**config.mk**
```make
export PLATFORM = sky130hd
export DESIGN_NAME = sdf_stage_ctrl
export DESIGN_NICKNAME = d
export VERILOG_FILES = /design/src/rtl/fft_pkg.sv /design/src/rtl/sdf_frame_counter.sv /design/src/rtl/sdf_stage_ctrl.sv
export SDC_FILE = /design/constraint.sdc
export NUM_CORES = 1
export LEC_CHECK = 0
export CORE_UTILIZATION = 23
export CTS_CLUSTER_SIZE = 12
export DETAILED_ROUTE_END_ITERATION = 8
export DONT_BUFFER_PORTS = 1
export HOLD_SLACK_MARGIN = 0.12
export SYNTH_ARGS = -nofsm -noshare
export SYNTH_HDL_FRONTEND = slang
export SYNTH_SLANG_ARGS = --single-unit
```
**constraint.sdc**
```tcl
create_clock -name clk -period 1.5 [get_ports clk]
set_input_delay 0.3 -clock clk [delete_from_list [all_inputs] [get_ports clk]]
set_output_delay 0.3 -clock clk [all_outputs]
set_load 0.02 [all_outputs]
```
**src/rtl/fft_pkg.sv**
```systemverilog
// Shared definitions for the single-path delay-feedback FFT stages:
// transform size, sample width, stage sequencer states and delay-line sizing.
package fft_pkg;

  localparam int FFT_N      = 128;
  localparam int LOG2_N     = $clog2(FFT_N);
  localparam int DATA_WIDTH = 16;

  typedef enum logic [1:0] {
    IDLE  = 2'd0,
    FILL  = 2'd1,
    RUN   = 2'd2,
    FLUSH = 2'd3
  } sdf_state_t;

  // Delay-line depth of a radix-2 SDF stage in the default-size transform
  function automatic int sdf_delay(input int stage);
    return FFT_N >> (stage + 1);
  endfunction

endpackage

```
**src/rtl/sdf_frame_counter.sv**
```systemverilog
// Modulo-2*DELAY sample counter for one SDF stage. phase marks the second
// half of the frame (butterfly half); idx is the position within the half.
module sdf_frame_counter #(
  parameter  int DELAY = 64,
  localparam int CW    = $clog2(2 * DELAY),
  localparam int IW    = (DELAY > 1) ? $clog2(DELAY) : 1
) (
  input  logic          clk,
  input  logic          clr,
  input  logic          en,
  output logic [CW-1:0] cnt,
  output logic          phase,
  output logic [IW-1:0] idx
);

  // Count accepted samples / drain cycles; the power-of-two width gives the wrap for free
  always_ff @(posedge clk) begin
    if (clr) begin
      cnt <= '0;
    end else if (en) begin
      cnt <= cnt + CW'(1);
    end
  end

  assign phase = cnt[CW-1];

  if (DELAY > 1) begin : g_idx
    assign idx = cnt[IW-1:0];
  end else begin : g_idx_unit
    assign idx = 1'b0;
  end

endmodule

```
**src/rtl/sdf_stage_ctrl.sv**
```systemverilog
// Per-stage sequencer for a radix-2 SDF FFT stage: drives butterfly enable,
// delay-line shift/write-select, output mux and twiddle address, frames the
// stage output with valid/start-of-frame, and drains the last frame's
// differences on request. All outputs are registered one cycle after the
// sample or drain cycle they describe.
// Optional build macro SDF_CTRL_ERR_EN: enables the sticky protocol checker
// driving err; without it err is tied low.
module sdf_stage_ctrl
  import fft_pkg::*;
#(
  parameter  int N     = 128,
  parameter  int STAGE = 0,
  localparam int TW_W  = $clog2(N / 2)
) (
  input  logic            clk,
  input  logic            rst,
  input  logic            in_valid,
  input  logic            in_sop,
  input  logic            flush,
  output logic            bf_en,
  output logic            dl_shift,
  output logic            dl_sel,
  output logic            out_sel,
  output logic [TW_W-1:0] tw_addr,
  output logic            out_valid,
  output logic            out_sop,
  output logic            busy,
  output logic            err
);

  localparam int DELAY = N >> (STAGE + 1);
  localparam int CW    = $clog2(2 * DELAY);
  localparam int IW    = (DELAY > 1) ? $clog2(DELAY) : 1;
  localparam logic [CW-1:0] CNT_LAST_FILL = CW'(DELAY - 1);
  localparam logic [CW-1:0] CNT_FIRST_SUM = CW'(DELAY);

  sdf_state_t      state;
  logic            flush_pend;
  logic [CW-1:0]   cnt;
  logic            phase;
  logic [IW-1:0]   idx;
  logic            accept;
  logic            drain;
  logic            at_last_fill;
  logic            cnt_en;
  logic            cnt_clr;
  logic [TW_W-1:0] tw_next;

  // Decode which samples are taken and when the counter moves
  always_comb begin
    accept       = in_valid && ((state == FILL) || (state == RUN) ||
                                ((state == IDLE) && in_sop));
    drain        = (state == FLUSH);
    at_last_fill = (cnt == CNT_LAST_FILL);
    cnt_en       = accept || drain;
    cnt_clr      = rst || (drain && at_last_fill);
  end

  assign tw_next = TW_W'(idx) << STAGE;

  sdf_frame_counter #(
    .DELAY (DELAY)
  ) u_cnt (
    .clk   (clk),
    .clr   (cnt_clr),
    .en    (cnt_en),
    .cnt   (cnt),
    .phase (phase),
    .idx   (idx)
  );

  // Stage sequencing; a flush request waits for a gap at the frame boundary
  always_ff @(posedge clk) begin
    if (rst) begin
      state      <= IDLE;
      flush_pend <= 1'b0;
    end else begin
      case (state)
        IDLE: begin
          if (in_valid && in_sop) begin
            state <= at_last_fill ? RUN : FILL;
          end
        end
        FILL: begin
          if (accept && at_last_fill) begin
            state <= RUN;
          end
        end
        RUN: begin
          if (!in_valid && (cnt == '0) && (flush_pend || flush)) begin
            state      <= FLUSH;
            flush_pend <= 1'b0;
          end else if (flush) begin
            flush_pend <= 1'b1;
          end
        end
        FLUSH: begin
          if (at_last_fill) begin
            state <= IDLE;
          end
        end
        default: state <= IDLE;
      endcase
    end
  end

  // Stage p1: strobes describing the sample accepted (or drain cycle) one clock earlier
  always_ff @(posedge clk) begin
    if (rst) begin
      bf_en     <= 1'b0;
      dl_shift  <= 1'b0;
      dl_sel    <= 1'b0;
      out_sel   <= 1'b0;
      tw_addr   <= '0;
      out_valid <= 1'b0;
      out_sop   <= 1'b0;
      busy      <= 1'b0;
    end else begin
      bf_en     <= accept && phase;
      dl_sel    <= accept && phase;
      out_sel   <= accept && phase;
      dl_shift  <= cnt_en;
      out_valid <= (accept && (phase || (state == RUN))) || drain;
      out_sop   <= accept && (cnt == CNT_FIRST_SUM);
      tw_addr   <= ((accept && !phase && (state == RUN)) || drain) ? tw_next : '0;
      busy      <= (state != IDLE);
    end
  end

`ifdef SDF_CTRL_ERR_EN
  logic proto_bad;

  // Misplaced start-of-frame, samples during drain, or a stream with no start marker
  always_comb begin
    proto_bad = in_valid &&
                ((((state == FILL) || (state == RUN)) && in_sop && (cnt != '0)) ||
                 (state == FLUSH) ||
                 ((state == IDLE) && !in_sop));
  end

  // Sticky error flag, cleared only by reset
  always_ff @(posedge clk) begin
    if (rst) begin
      err <= 1'b0;
    end else if (proto_bad) begin
      err <= 1'b1;
    end
  end
`else
  assign err = 1'b0;
`endif

endmodule

```
==> flow_metrics.py <==
metrics = {
    "run_status": {
        "status": "finished with violations",
        "failed_checks": "negative setup slack",
    },
    "timing": {
        "worst_slew_pin_slew_ns": 0.5618,
        "slew_violations": 0,
        "fin_ws_ns": -0.009442,
        "max-slew-margin-rel_pct": 62.49,
        "skew_ns": 0.0005114,
        "hold_viol": 0,
        "fin_crit_ns": 1.509,
        "setup_viol": 2,
        "rsz0062_at_grt": "yes",
        "post-route-period-util_pct": 100.6,
        "whs_ns": 0.1815,
        "fmax_ghz": 0.6625,
    },
    "synth": {
        "syn_area_per_cell_um2": 9.031,
        "synth-seq-cells": 21,
        "yosysMostFrequentCell": "dfxtp_1",
        "yosys-top-cells-area": "dfxtp_1 (42%), ha_1 (8.8%), a21oi_1 (4.0%)",
        "yosys_warnings": 0,
        "syn_inst": 110,
        "synth.largest_area_cell": "dfxtp_1",
        "yosysSeqAreaShare_pct": 42.32,
        "netlist_area_um2": 993.5,
        "synth_edf_count": 0,
        "async_flop_share_pct": 0,
        "synthFlopType": "dfxtp_1",
        "synth_top_area_share_pct": 42.32,
        "synth_common_cells": "dfxtp_1 (21), inv_1 (10), nand2_1 (9), nor2_1 (9), a21oi_1 (8)",
        "synth_fp_nets": 122,
        "synth_cell_type_count": 35,
    },
    "grt": {
        "grt_max_degree": 14,
        "grt-ovfl-total": 0,
        "grt_usage_pct": 11.39,
        "grt_pass1_vias": 860,
        "antenna_found_initial": 0,
        "grt_pass1_wl_um": 3829,
    },
    "clock_tree": {
        "htree_levels": 1,
        "cts_tree": "done",
        "cts.clk_slew.worst_paths_ns": 0.08,
        "clockBufferDepth": 2,
        "clock_latency_ns": 0.26,
        "numClockSinks": 21,
        "ctsRootBufferMaster": "clkbuf_8",
        "numCtsBuffers": 3,
    },
    "routing": {
        "wl_per_cell_um": 14.27,
        "antenna_left": 0,
        "drtIter0Drc": 72,
        "num_vias": 891,
        "wirelength_um": 2569,
        "drc": 0,
        "firstDrtPassIters": 4,
        "via_per_inst": 4.950,
    },
    "floorplan": {
        "die_h_um": 67.72,
        "die-area_um2": 4586,
        "io_pins": 19,
        "rows": 23,
        "coreArea_um2": 4086,
        "initial_utilization_pct": 24.31,
        "dieWidth_um": 67.72,
    },
    "setup_path": {
        "reg2reg_from": "u_cnt.cnt[0]$_SDFFE_PP0P_",
        "worstSetupPathType": "flop to flop",
        "cpMaxStageDelayCell": "dfxtp_2",
        "cp_data_required_time_ns": 1.68,
        "slowest_delay_ns": 0.37,
        "cp-start-kind": "flop",
        "critPathLaunch": "u_cnt.cnt[0]$_SDFFE_PP0P_",
        "crit_fanout": 3,
        "crit_arrival_ns": 1.69,
        "cp-end-kind": "flop",
        "path_cells": "ha_4 -> nand4_4 -> o41ai_4 -> and4_4 -> mux2i_1",
    },
    "final_layout": {
        "antennaDiodeCount": 0,
        "fin_nets": 143,
        "fillerInstances": 402,
        "drive_above_1_share_pct": 42.31,
        "instances_no_fill": 180,
        "postLayoutCoreUtil_pct": 34.60,
        "areaGrowthSynthToFinish_pct": 42.32,
    },
    "placement": {
        "gp_congestion": 0.8332,
        "pre_cts_ws_ns": -0.1474,
        "portBuffers": 0,
        "post-place-cells": 173,
        "hpwl_um": 1702,
    },
    "pwr": {
        "finalPower_w": 0.002285,
        "p_per_area_nw_per_um2": 1616,
        "leakage_nw": 0.5235,
        "irDropWorstVdd_mv": 0.4798,
    },
    "job": {
        "drv_cap": 0,
    },
    "worst_hold_path": {
        "hp-class": "input pin to flop",
        "hp-start": "in_valid",
    },
}
==> critical path: cells and delay by family, from the launching register on <==
kind            cells  cell delay, ns
simple gates        2            0.39
flops               1            0.37
compound gates      1            0.34
mux                 1            0.18
fa+ha+maj           1            0.16
==> where the power goes <==
group	total (W)	switching (W)	internal [W]	leakage, nW
combinational	0.00120	0.000591	0.000606	0.329
clock	0.000372	0.000185	0.000187	0.0217
sequential	0.000716	0.0000761	0.000640	0.173
total	0.00229	0.000852	0.00143	0.523
==> flip-flops by register name, indices dropped and copies added, names as in the netlist <==
name and count:
u_cnt.cnt 7, tw_addr 6, state 2, busy 1, dl_shift 1, flush_pend 1
out_sel 1, out_sop 1, out_valid 1
==> routing by layer <==
| layer | vias up | share of wire (%) | GRT usage (%) |
|---|---|---|---|
| met5 | - | 0 | 0 |
| li1 | 422 | - | - |
| met3 | 6 | 4.8 | 2.027 |
| met1 | 435 | 44 | 14.40 |
| met2 | 28 | 50 | 17.70 |
| met4 | 0 | 1.5 | 6.915 |
==> final cells by class <==
| class | count | area (um^2) | area share [%] |
|---|---|---|---|
| Clock inverter | 1 | 7.507 | 0.5310 |
| Clock buffer | 3 | 41.29 | 2.920 |
| Sequential cell | 21 | 427.9 | 30.27 |
| Inverter | 10 | 37.54 | 2.655 |
| Tap cell | 50 | 62.56 | 4.425 |
| Timing Repair Buffer | 20 | 160.2 | 11.33 |
| Multi-Input combinational cell | 75 | 676.9 | 47.88 |
==> layout by cell type (no fill, tap or decap), drive strengths merged, types with 2 or more instances in the layout <==
cell type,n
o21ai,3
nor2,9
inv,10
nand2,9
o31ai,3
buf,19
or3,2
nor3,4
and2,3
dfxtp,21
ha,7
a21oi,9
mux2i,4
a211oi,2
or4,2
clkbuf,3
nor4,2
==> cell families after synthesis <==
family | synth area share, %
buffers and inverters | 6.926
flip-flops | 42.32
AND/OR/NAND/NOR | 19.27
AO/OA/AOI/OAI | 17.38
adder cells (fa/ha/maj) | 8.816
XOR/XNOR | 0.8818
other | 0.3775
multiplexers | 4.030
==> repair_timing <==
action / 4_1_cts / 5_1_grt
gates resized for setup: 6 / 27
pin swaps: 3 / 8
hold endpoints to repair: 8 / 0
cloned: 0 / 1
hold buffers: 1 / 0
setup endpoints to repair: 12 / 15
setup buffers: 1 / 0
==> path summary, 6_finish.rpt <==
kind,slack [ns],cells after the start,to
setup / recovery,-0.009,5,state[0]$_SDFFE_PP0P_
hold / removal,0.18,2,out_sel$_SDFF_PP0_
setup reg to reg,-0.009,5,state[0]$_SDFFE_PP0P_
hold reg to reg,0.53,2,flush_pend$_SDFFE_PP0P_
==> through the flow <==
| step | instance area (um^2) | setup TNS, ns |
|---|---|---|
| after floorplan | 1018 | 0 |
| after global placement | 1179 | -0.08360 |
| after detailed placement | 1179 | -0.7108 |
| after CTS | 1267 | -0.1562 |
| after global routing | 1414 | -0.3760 |
| final | 1414 | -0.01345 |
No activity file was read; power rests on OpenSTA's default activity.
